===== config.mk =====
export PLATFORM = sky130hd
export DESIGN_NAME = dac_spi_scheduler
export DESIGN_NICKNAME = d
export VERILOG_FILES = /design/src/rtl/dac_spi_scheduler.sv
export SDC_FILE = /design/constraint.sdc
export NUM_CORES = 1
export LEC_CHECK = 0
export ABC_CLOCK_PERIOD_IN_PS = 2400
export BUFFER_PORTS_ARGS = -buffer_cell sky130_fd_sc_hd__buf_4
export CORE_MARGIN = 4
export CORE_UTILIZATION = 40
export CTS_CLUSTER_DIAMETER = 150
export DETAILED_ROUTE_END_ITERATION = 8
export SYNTH_ARGS = -nofsm -noshare
export SYNTH_HDL_FRONTEND = slang
export SYNTH_SLANG_ARGS = --single-unit

===== constraint.sdc =====
create_clock -name sysclk -period 2.4 [get_ports sysclk]
set_clock_uncertainty 0.2 [all_clocks]
set_input_delay 0 -clock sysclk [delete_from_list [all_inputs] [get_ports sysclk]]
set_output_delay 0 -clock sysclk [all_outputs]
set_load 0.05 [all_outputs]

===== src/rtl/dac_spi_scheduler.sv =====
// dac_spi_scheduler: frames 12-bit DDS samples as 16-bit SPI mode-0 words with a one-entry pending buffer
//   sysclk       system clock
//   reset        synchronous active-low reset
//   sample_valid one-cycle strobe qualifying sample_data
//   sample_data  unsigned DDS amplitude sample
//   busy         FSM not idle or pending buffer full
//   frame_done   one-cycle pulse in the first cs-high cycle after a completed frame
//   overrun_cnt  saturating count of overwritten pending samples
//   spi_mosi/spi_sck/spi_cs  DAC serial link, cs active low
module dac_spi_scheduler #(
  parameter int CLK_DIV = 4,
  parameter int DATA_W = 12,
  parameter logic [15-DATA_W:0] CTRL_BITS = '0
) (
  input  logic              sysclk,
  input  logic              reset,
  input  logic              sample_valid,
  input  logic [DATA_W-1:0] sample_data,
  output logic              busy,
  output logic              frame_done,
  output logic [15:0]       overrun_cnt,
  output logic              spi_mosi,
  output logic              spi_sck,
  output logic              spi_cs
);
  localparam int CW = CLK_DIV > 1 ? $clog2(CLK_DIV) : 1;
  localparam logic [CW-1:0] DIV_LAST = CW'(CLK_DIV - 1);
  typedef enum logic [1:0] {IDLE, SETUP, SHIFT, GAP} state_t;
  state_t state;
  logic [CW-1:0] div;
  logic [3:0] bit_idx;
  logic [15:0] shreg;
  logic [DATA_W-1:0] pend;
  logic pend_full;
  logic div_end, consume, direct, start;
  logic [15:0] next_frame;
  assign div_end = div == DIV_LAST;
  // pending sample is taken whenever the FSM is free to start a frame
  assign consume = pend_full && (state == IDLE || (state == GAP && div_end));
  // idle with nothing pending: the strobe bypasses the buffer
  assign direct = state == IDLE && !pend_full && sample_valid;
  assign start = consume || direct;
  assign next_frame = {CTRL_BITS, consume ? pend : sample_data};
  assign busy = state != IDLE || pend_full;
  always_ff @(posedge sysclk) begin
    if (!reset) begin
      state <= IDLE;
      div <= '0;
      bit_idx <= '0;
      shreg <= '0;
      pend <= '0;
      pend_full <= 1'b0;
      overrun_cnt <= '0;
      frame_done <= 1'b0;
      spi_mosi <= 1'b0;
      spi_sck <= 1'b0;
      spi_cs <= 1'b1;
    end else begin
      frame_done <= 1'b0;
      if (consume) begin
        pend_full <= sample_valid;
        if (sample_valid) pend <= sample_data;
      end else if (sample_valid && !direct) begin
        pend <= sample_data;
        pend_full <= 1'b1;
        if (pend_full && overrun_cnt != 16'hFFFF) overrun_cnt <= overrun_cnt + 16'd1;
      end
      if (start) begin
        state <= SETUP;
        div <= '0;
        shreg <= next_frame;
        spi_cs <= 1'b0;
        spi_sck <= 1'b0;
        spi_mosi <= next_frame[15];
      end else begin
        case (state)
          SETUP: begin
            div <= div_end ? '0 : div + 1'b1;
            if (div_end) begin
              state <= SHIFT;
              spi_sck <= 1'b1;
              bit_idx <= '0;
            end
          end
          SHIFT: begin
            div <= div_end ? '0 : div + 1'b1;
            if (div_end && spi_sck) begin
              // low half: present the next bit, or 0 once the LSB has been clocked
              spi_sck <= 1'b0;
              shreg <= shreg << 1;
              spi_mosi <= bit_idx != 4'd15 && shreg[14];
            end else if (div_end && bit_idx == 4'd15) begin
              state <= GAP;
              spi_cs <= 1'b1;
              frame_done <= 1'b1;
            end else if (div_end) begin
              bit_idx <= bit_idx + 4'd1;
              spi_sck <= 1'b1;
            end
          end
          GAP: begin
            div <= div_end ? '0 : div + 1'b1;
            if (div_end) state <= IDLE;
          end
          default: begin
            spi_cs <= 1'b1;
            spi_sck <= 1'b0;
            spi_mosi <= 1'b0;
          end
        endcase
      end
    end
  end
endmodule

==> results.sh <==
export IMPL_status="finished, final reports clean"
export IMPL_grt_pass1_wl_um=11900
export IMPL_dieWidth_um=92.3
export IMPL_area_growth_pct=25.6
export IMPL_period_share_pct=91.9
export IMPL_ir_worst_vdd_uv=270
export IMPL_grt_overflow_total=0
export IMPL_cp_slowest_cell="or4_1"
export IMPL_seq_area_frac_synth_pct=39.5
export IMPL_drt_iter0_drc=105
export IMPL_drc=0
export IMPL_postPlaceCellArea_um2=3200
export IMPL_start_kind="flop"
export IMPL_r2r_start="state[0]$_SDFFE_PN0P_"
export IMPL_finalNetCount=423
export IMPL_grt_pass1_vias=2560
export IMPL_ant_nets=0
export IMPL_cts_root_buf="clkbuf_8"
export IMPL_cts_path_max_buffers=2
export IMPL_port_buffers=35
export IMPL_grt_max_degree=30
export IMPL_dp_hpwl_um=4580
export IMPL_syn_avg_cell_area_um2=8.36
export IMPL_hold_viol=0
export IMPL_worst_pin_slew_ps=529
export IMPL_syn_area_um2=2840
export IMPL_crit_family="simple AND/OR/NAND/NOR gates"
export IMPL_ys_seq_elements=56
export IMPL_track_usage_pct=16.8
export IMPL_p_leak_nw=1.32
export IMPL_syn_num_nets=366
export IMPL_start_util_pct=41.6
export IMPL_rsz0062_at_grt="no"
export IMPL_fill_cells=680
export IMPL_cp_data_required_time_ps=2450
export IMPL_drt_vias_per_instance=5.48
export IMPL_final_area_um2=3570
export IMPL_endpoint="overrun_cnt[12]$_SDFFE_PN0P_"
export IMPL_cts_tree="done"
export IMPL_cp_cell_sequence="inv_1, ha_1, and3b_1, nand4_1, or4_1, a21oi_1"
export IMPL_synthTopCellsByArea="dfxtp_1, nand2_1, a21oi_1, ha_1, mux2i_1"
export IMPL_num_vias=2705
export IMPL_dieArea_um2=8520
export IMPL_core_um2=6830
export IMPL_worstSkewPairLatency_ps=320
export IMPL_routed_wl_um=7040
export IMPL_p_per_area_nw_per_um2=728
export IMPL_yosys_top_cells_count="dfxtp_1, nand2_1, a21oi_1"
export IMPL_first_pass_iters=4
export IMPL_fin_setup_tns_ps=0
export IMPL_synth_area_leader_cell="dfxtp_1"
export IMPL_crit_buf_inv=1
export IMPL_synth_top_area_share_pct=39.5
export IMPL_wire_per_inst_um=14.2
export IMPL_whs_ps=260
export IMPL_ys_async_sr_fraction_pct=0
export IMPL_synth_warnings=0
export IMPL_cp_slowest_stage_delay_ps=520
export IMPL_maxCapViolCount=0
export IMPL_cts_buffers=5
export IMPL_crit_arrival_ps=2260
export IMPL_syn_inst=340
export IMPL_drive_gt1_share_pct=17.3
export IMPL_synth_edf_count=0
export IMPL_clock_fmax_ghz=0.453
export IMPL_crit_type="flop to flop"
export IMPL_r2r_end="overrun_cnt[12]$_SDFFE_PN0P_"
export IMPL_placementRows=30
export IMPL_startpoint="state[0]$_SDFFE_PN0P_"
export IMPL_setup_viol_count_final=0
export IMPL_rrSetupSlack_ps=190
export IMPL_diodes=0
export IMPL_cts_sinks=56
export IMPL_pin_count=36
export IMPL_clk_pin_slew_ps=110
export IMPL_slew_headroom_pct=64.7
export IMPL_gp_congestion=0.812
export IMPL_path_max_fanout=7
export IMPL_period_needed_ps=2210
export IMPL_yosysMostFrequentCell="dfxtp_1"
export IMPL_hp_class="flop to flop"
export IMPL_end_kind="flop"
export IMPL_ff2ff_path_depth=6
export IMPL_synth_ff_type="dfxtp_1"
export IMPL_path_depth=6
export IMPL_antenna_found_initial=0
export IMPL_ys_types=39
export IMPL_htreeDepth=2
export IMPL_fp_dieH_um=92.3
export IMPL_final_max_slew_viol_count=0
==> where the power goes <==
part           switching (W)  internal (W)  total (W)  leakage, nW
clock network       0.000337      0.000214   0.000551       0.0452
registers          0.0000670       0.00104    0.00111        0.456
logic               0.000541      0.000395   0.000936        0.818
==> metrics by stage <==
stage                     cells  setup slack (ps)  util [%]  power, W
after floorplan             340               189         -   0.00175
after global placement      459               139      46.8   0.00197
after detailed placement    459              68.7      46.8   0.00198
after CTS                   493              17.7      52.0   0.00260
after global routing        494              52.8      52.2   0.00276
final                       494               193      52.2   0.00260
==> registers in the layout, indices dropped and copies added (netlist names) <==
signal	cells
overrun_cnt	16
shreg	15
pend	12
bit_idx	4
div	2
state	2
frame_done	1
pend_full	1
spi_cs	1
spi_mosi	1
spi_sck	1
==> cell type report <==
cell class	instances	area [um^2]	share of cell area, %
inverter	8	30.0	0.842
clock buffer	5	68.8	1.93
clock inverter	3	25.0	0.701
multi-input combinational	255	1600	44.9
timing repair buffer	71	598	16.8
sequential	56	1120	31.5
tap	96	120	3.37
==> timing repair <==
item / CTS / global route
hold endpoints to repair: 32 / 0
setup buffers: 0 / 1
setup endpoints to repair: 0 / 9
gates resized for setup: 0 / 4
hold buffers: 26 / 0
==> worst min-delay path by stage <==
| stage | start | end | slack [ps] | depth (start not counted) |
|---|---|---|---|---|
| CTS | shreg[12]$_SDFFE_PP0P_ | shreg[13]$_SDFFE_PP0P_ | 260 | 2 |
| global route | shreg[13]$_SDFFE_PP0P_ | shreg[13]$_SDFFE_PP0P_ | 280 | 2 |
| global placement | sample_data[5] | pend[5]$_SDFFE_PN0P_ | 70 | 3 |
| floorplan | sample_data[0] | pend[0]$_SDFFE_PN0P_ | -50 | 2 |
| finish | shreg[13]$_SDFFE_PP0P_ | shreg[13]$_SDFFE_PP0P_ | 260 | 2 |
| detailed placement | sample_data[6] | pend[6]$_SDFFE_PN0P_ | 80 | 3 |
==> worst reg2reg max path, delay by kind of cell, from the launching register on <==
family / cells / cell delay (ps)
DFF: 1 / 380
AOI/OAI and AO/OA: 1 / 150
and+or+nand+nor: 3 / 1050
buffers and inverters: 1 / 90
adders and majority gates: 1 / 290
==> cells in the final DEF, fill, tap and decap left out, drive strengths merged, types with 6 or more instances in the layout <==
cell         count
a21oi           35
nand2b           7
mux2i           13
nand4            8
o21ai            9
nor2            12
nand2           48
mux2            11
dfxtp           56
nor3            11
nand3           20
dlygate4sd3     26
inv             10
buf             45
and4             6
o31ai            9
o22ai           13
ha              11
or4             10
==> layer usage <==
layer / share of wire [%] / track usage [%] / wire [um]
met5: 0 / 0 / 0
met2: 48 / 27.6 / 3390
met1: 47 / 23.1 / 3340
met4: 0.41 / 3.34 / 29
met3: 4.0 / 2.87 / 284
==> kinds of logic (layout without fill, tap and decap cells) <==
| group | after synthesis | in the layout | synth area share, % |
|---|---|---|---|
| buf+inv | 29 | 87 | 4.36 |
| compound gates | 79 | 79 | 16.6 |
| mux | 24 | 24 | 8.94 |
| flops | 56 | 56 | 39.5 |
| fa+ha+maj | 11 | 11 | 4.84 |
| simple gates | 141 | 141 | 25.8 |
(Power assumes the default switching activity.)
